[src/rtl/servo_pwm_ctrl.sv]
// Single-channel hobby-servo PWM generator: a free-running frame counter with a
// double-buffered, clamped duty register sampled once per frame at the frame boundary.
module servo_pwm_ctrl #(
  parameter int unsigned PERIOD   = 200000,
  parameter int unsigned DUTY_MIN = 0,
  parameter int unsigned DUTY_MAX = 200000
) (
  input  logic        clk,
  input  logic        resetn,
  output logic        pwm_sig,
  input  logic [31:0] pwm_duty_value
);

  localparam logic [31:0] LAST     = 32'(PERIOD - 1);
  localparam logic [32:0] MIN_EXT  = {1'b0, 32'(DUTY_MIN)};
  localparam logic [31:0] MAX_VAL  = 32'(DUTY_MAX);
  localparam logic [32:0] NO_WRAP  = {1'b0, 32'hFFFF_FFFF};

  logic [31:0] cnt;
  logic [31:0] duty_q;
  logic [31:0] cnt_next;
  logic [31:0] duty_next;
  logic [31:0] duty_clamped;
  logic        frame_end;
  logic        below_min;
  logic        above_max;
  logic        pwm_next;

  // NOTE: every variable gets a default at the top of always_comb so no path can infer a latch.
  always_comb begin
    duty_clamped = pwm_duty_value;
    // A 33-bit difference that wraps past 2^32-1 means the request is below DUTY_MIN.
    below_min    = (({1'b0, pwm_duty_value}) - MIN_EXT) > NO_WRAP;
    above_max    = pwm_duty_value > MAX_VAL;
    if (below_min) begin
      duty_clamped = 32'(DUTY_MIN);
    end else if (above_max) begin
      duty_clamped = MAX_VAL;
    end

    frame_end = (cnt == LAST);
    cnt_next  = frame_end ? 32'd0 : cnt + 32'd1;
    duty_next = frame_end ? duty_clamped : duty_q;
    // NOTE: the output flop is fed from next-state cnt/duty so pwm_sig lines up with cnt, no extra cycle.
    pwm_next  = (cnt_next < duty_next);
  end

  // NOTE: sequential state uses non-blocking assignments only; reset is asynchronous and active-high.
  always_ff @(posedge clk or posedge resetn) begin
    if (resetn) begin
      cnt     <= '0;
      duty_q  <= '0;
      pwm_sig <= 1'b0;
    end else begin
      cnt     <= cnt_next;
      duty_q  <= duty_next;
      pwm_sig <= pwm_next;
    end
  end

endmodule

[config.mk]
export PLATFORM = sky130hd
export DESIGN_NAME = servo_pwm_ctrl
export DESIGN_NICKNAME = d
export VERILOG_FILES = /design/src/rtl/servo_pwm_ctrl.sv
export SDC_FILE = /design/constraint.sdc
export NUM_CORES = 1
export LEC_CHECK = 0
export ABC_AREA = 1
export CORE_MARGIN = 8
export CORE_UTILIZATION = 40
export DETAILED_ROUTE_END_ITERATION = 12
export MAX_ROUTING_LAYER = met4
export PLACE_DENSITY = 0.58
export SETUP_SLACK_MARGIN = 0.3
export SKIP_CTS_REPAIR_TIMING = 1
export SLEW_MARGIN = 20
export SYNTH_ARGS = -nofsm -noshare
export SYNTH_HDL_FRONTEND = slang
export SYNTH_SLANG_ARGS = --single-unit
export TNS_END_PERCENT = 30
[constraint.sdc]
create_clock -name clk -period 5.2 [get_ports clk]
set_input_delay 1.56 -clock clk [delete_from_list [all_inputs] [get_ports clk]]
set_output_delay 1.56 -clock clk [all_outputs]
set_load 0.01 [all_outputs]
# After elaboration in Yosys (flattened, before gate mapping)
# Cells that the tools add are included.
# totals
out_inout_bits	1
in_bits	34
wordCells	12
register_bits	65
# classes
addsub	1
muxes	4
magnitude_cmp	3
eq_ne	1
# ops
op	count
2-to-1 mux 32 bit	4
adder 32 x 1 -> 32 bit, second input constant	1
== test 32 x 18 -> 1 bit, second input constant	1
> comparator 32 x 18 -> 1 bit, second input constant	1
> comparator 32 bit, second input constant	1
less-than comparator 32 bit	1

# Longest topological paths before layout
# depth
ltp_word	5
mapped_depth	21
depth_no_buf	21

# Worst setup path after synthesis
# No wires, ideal clock.
# synth_path
path_kind	input -> register
from	input pwm_duty_value[11]
to	register pwm_sig
required_time_ps	5123
path_stages	21
slack_ps	1703
n_path_buf	1
arrival_time_ps	3419
setup_time_ps	77
cell_sequence	nand2_1 -> inv_1 -> nand3_1 -> nand2_1 -> nand2_1 -> nand2_1 -> nand2_1 -> nand2_1 -> clkbuf_1 -> nor2_1 -> nand2_1 -> o21a_1 -> inv_1 -> ha_1 -> a21oi_1 -> o21ai_0 -> nand3_1 -> a21oi_1 -> o21bai_1 -> o2111ai_1 -> a21oi_1
# synth_via
elab_chain_cells	5
elab_cells_between_ends	6
cone_classes	order compare: 3; mux: 3
# synth_lines
item	line	source
from (decl)	11	input logic [31:0] pwm_duty_value
> comparator 32 x 18 -> 1 bit	34	above_max = pwm_duty_value > MAX_VAL;
2-to-1 mux 32 bit	37	end else if (above_max) begin
2-to-1 mux 32 bit (*)	35	if (below_min) begin
2-to-1 mux 32 bit (*)	43	duty_next = frame_end ? duty_clamped : duty_q;
via duty_next[17]	22	logic [31:0] duty_next;
less-than comparator 32 bit (*)	45	pwm_next = (cnt_next < duty_next);
via pwm_next	27	logic pwm_next;
to (signal assigned)	57	pwm_sig <= pwm_next;
to (decl)	10	output logic pwm_sig,
# Mark *: on every way through the listed nets, which the timed path passes. The rest lies on a longest branch.

# Worst setup path after layout
# layout_path
from	input pwm_duty_value[6]
to	register pwm_sig
# layout_via
elab_chain_cells	5
elab_cells_between_ends	6
cone_classes	order compare: 3; mux: 3
# layout_lines
item	line
> comparator 32 x 18 -> 1 bit	34
2-to-1 mux 32 bit	37
2-to-1 mux 32 bit (*)	35
2-to-1 mux 32 bit (*)	43
less-than comparator 32 bit (*)	45
via pwm_next	27
# Marked as above.

==> metrics.csv <==
stage,metric,value,unit
sta,Fin Hold WS,470,ps
clock_network,H-tree levels,3,
layout,multi-input logic area,0.00192,sq mm
synth,post-synthesis simple-gate area fraction,0.279,
setup_path,Setup crit end kind,register,
sta,setup violators final,0,
global_routing,Total GRT Usage,0.149,
layout,FILL cells,935,
synth,Synth Net Count,562,
floorplanning,Site Rows,36,
setup_path,reg2reg end,pwm_sig$_DFF_PP0_,
clock_network,Worst-path clk slew,80,ps
flow_run,max-cap violation count,0,
synth,area fraction of the dominant cell type after synthesis,0.412,
global_routing,vias in the first global route,3170,
synth,post-synthesis compound-gate area fraction,0.0856,
sta,Slew HR,0.365,
floorplanning,# IOs,35,
sta,Final Hold Viols,0,
synth,xor-xnor portion of the synthesized cell area,0.0200,
place,GP Congestion,0.880,
floorplanning,die area,0.0133,sq mm
outcome,status,"finished, final reports clean",
global_routing,antenna violations before repair,0,
route,WL final,8.77,mm
power,Net Sw Frac,0.245,
synth,Syn Area/Cell,7.95,sq um
sta,setup TNS,0,ps
layout,antenna cells,0,
synth,Post-Synth Adder-Cell Area,0.101,
synth,sequential area share after synthesis,0.412,
setup_path,worst setup path start,pwm_duty_value[6],
setup_path,CP required,5470,ps
min_path,Hold Path Depth,2,
route,met3 WL,363,um
power,combinational share of power,0.048,
min_path,Hold Crit Start,duty_q[30]$_DFF_PP0_,
place,I/O Buffers,34,
synth,Netlist Area Pre-Place,0.00395,sq mm
place,Detailed Place HPWL,6.90,mm
route,via count,3159,
route,Vias per Instance,4.68,
power,Leak,2.59,nW
route,Antenna Violating Nets Remaining,0,
synth,mux contribution to synthesized area,0,
floorplanning,die height,115,um
route,highest routed metal layer,met4,
clock_network,clock latency on the worst-skew pair,340,ps
clock_network,CTS tree,done,
power,sw power,0.228,mW
setup_path,CP startpoint kind,input pin,
synth,synthesized instance count,496,
power,Reg power frac,0.543,
clock_network,Clock Path Buffers,2,
setup_path,reg2reg path depth,20,
power,power per cell area,201,mW/mm^2
floorplanning,initial core utilization,0.407,
floorplanning,core footprint,0.00968,sq mm
synth,Synth area leaders,"dfrtp_1, ha_1, nand2_1",
global_routing,largest net degree at the start of global routing,48,
power,Max IR drop VDD,0.119,mV
route,drt initial violations,127,
sta,fin crit share,0.779,
sta,RSZ-0062 raised after global routing,false,
sta,max-slew violations,0,
sta,Fin Clk Skew,13.7,ps
layout,fin util,0.476,
synth,Synth warnings,0,
setup_path,Reg2Reg Setup Slack,1850,ps
route,met2 WL,3.84,mm
setup_path,worst-path fanout max,11,
min_path,worst hold endpoint,duty_q[30]$_DFF_PP0_,
layout,final net count,603,
synth,largest family of logic cells by synthesized area,simple AND/OR/NAND/NOR gates,
setup_path,critical path type,in2reg,
place,Setup WS pre-CTS,768,ps
sta,crit path time final,4050,ps
power,Cell Int Power,0.702,mW
layout,sequential cell area,0.00163,sq mm
layout,Layout area overhead,17.0,%
synth,synth unique cells,40,
clock_network,Root Driver,clkbuf_8,
sta,worst setup margin,1150,ps
global_routing,first-pass GRT wire length,15.2,mm
sta,achievable frequency,247,MHz
route,Met1 Wirelength,4.49,mm
global_routing,GRT Residual Overflow,0,
power,clock group share of total power,0.409,
setup_path,Arrival @ worst endpoint,4320,ps
synth,Yosys reg bits,65,
synth,"area leader, netlist",dfrtp_1,
setup_path,reg2reg start,cnt[0]$_DFF_PP0_,
floorplanning,die width,115,um
layout,layout cell share with drive strength beyond 1,0.0996,
sta,Slew @ Worst Pin,951,ps
clock_network,clk sinks,65,
min_path,Worst Hold Class,reg2reg,
route,Initial DRT Pass Iterations,4,
power,Overall Power,0.930,mW
route,WL per Instance,13.0,um
route,DR DRC count,0,
clock_network,CTS Buf Count,9,
-- power groups by stage --
stage                     Combinational, mW  Clock (mW)  Sequential, mW
after floorplan                      0.0137           0           0.515
after global placement               0.0452           0           0.515
after detailed placement             0.0454           0           0.515
after CTS                            0.0456       0.393           0.505
after global routing                 0.0494       0.418           0.505
final                                0.0445       0.380           0.505
-- how the worst max path moves through the flow --
stage	endpoint	cells after the start
finish	pwm_sig$_DFF_PP0_	18
global route	pwm_sig$_DFF_PP0_	18
CTS	pwm_sig$_DFF_PP0_	15
detailed placement	pwm_sig$_DFF_PP0_	15
global placement	pwm_sig$_DFF_PP0_	19
floorplan	pwm_sig$_DFF_PP0_	21
-- placed cells by master (no fill, tap or decap), types with 9 or more instances in the layout --
cell type        Yosys  layout
a21oi_1             23      23
clkbuf_8             0       9
clkdlybuf4s50_1      0      34
dfrtp_1             65      65
ha_1                32      32
inv_1               88      87
inv_2               11      12
nand2_1            104     104
nand3_1             22      22
nor2_1              53      53
o21ai_0             11      11
-- layer usage --
layer / vias to the layer above / GRT usage
li1: 1664 / -
met1: 1426 / 0.196
met2: 64 / 0.222
met3: 5 / 0.0278
met4: 0 / 0.0560
met5: - / -
-- kinds of logic (layout without fill, tap and decap cells) --
logic type / count (synthesis) / after routing
buffers and inverters: 106 / 152
XOR/XNOR: 9 / 9
adder cells (fa/ha/maj): 32 / 32
AND/OR/NAND/NOR: 227 / 227
flip-flops: 65 / 65
AO/OA/AOI/OAI: 57 / 57
-- Yosys cell counts, drive strengths merged --
| library cell | number |
|---|---|
| o22ai | 1 |
| and2 | 6 |
| o21a | 1 |
| dfrtp | 65 |
| clkinv | 1 |
| o31ai | 8 |
| o221ai | 1 |
| nor3 | 11 |
| nor4 | 3 |
| a211oi | 3 |
| buf | 1 |
| a31oi | 1 |
| xnor2 | 3 |
| o21ai | 15 |
| o2111ai | 1 |
| o221a | 1 |
| inv | 99 |
| o21bai | 1 |
| ha | 32 |
| a21oi | 23 |
| clkbuf | 5 |
| a2bb2oi | 1 |
| nor2 | 61 |
| nand4 | 10 |
| or4 | 1 |
| nand3 | 26 |
| nand2 | 109 |
| xor2 | 6 |
-- per-stage QoR --
step	area (sq um)	cells
finish	4610	675
global route	4610	675
CTS	4610	675
detailed placement	4440	659
global placement	4440	659
floorplan	3950	496
-- area by class of cell --
| cell class | instances | share of cell area |
|---|---|---|
| inverters | 100 | 0.0813 |
| flip-flops and latches | 65 | 0.352 |
| multi-input cells | 325 | 0.416 |
| repair buffers | 36 | 0.0770 |
| clock buffers | 9 | 0.0268 |
| clock inverters | 7 | 0.0103 |
| well taps | 133 | 0.0361 |
-- flip-flops by register name (all words and copies together) (netlist names) --
| register | cells |
|---|---|
| cnt | 32 |
| duty_q | 32 |
| pwm_sig | 1 |
-- worst max-delay path, stage by stage --
cell	delay, ps
clkdlybuf4s50_1	490
inv_1	60
nor2_1	80
nand4_1	100
nand2_1	80
nand2_1	50
nand2_1	60
nand2_1	220
inv_1	260
nand3_1	80
and2_1	180
ha_1	300
a21oi_1	130
nor2_1	50
a211oi_1	200
o221a_2	220
nand2_1	70
a21oi_1	130
Note: power is estimated with default switching activity, not from simulation.
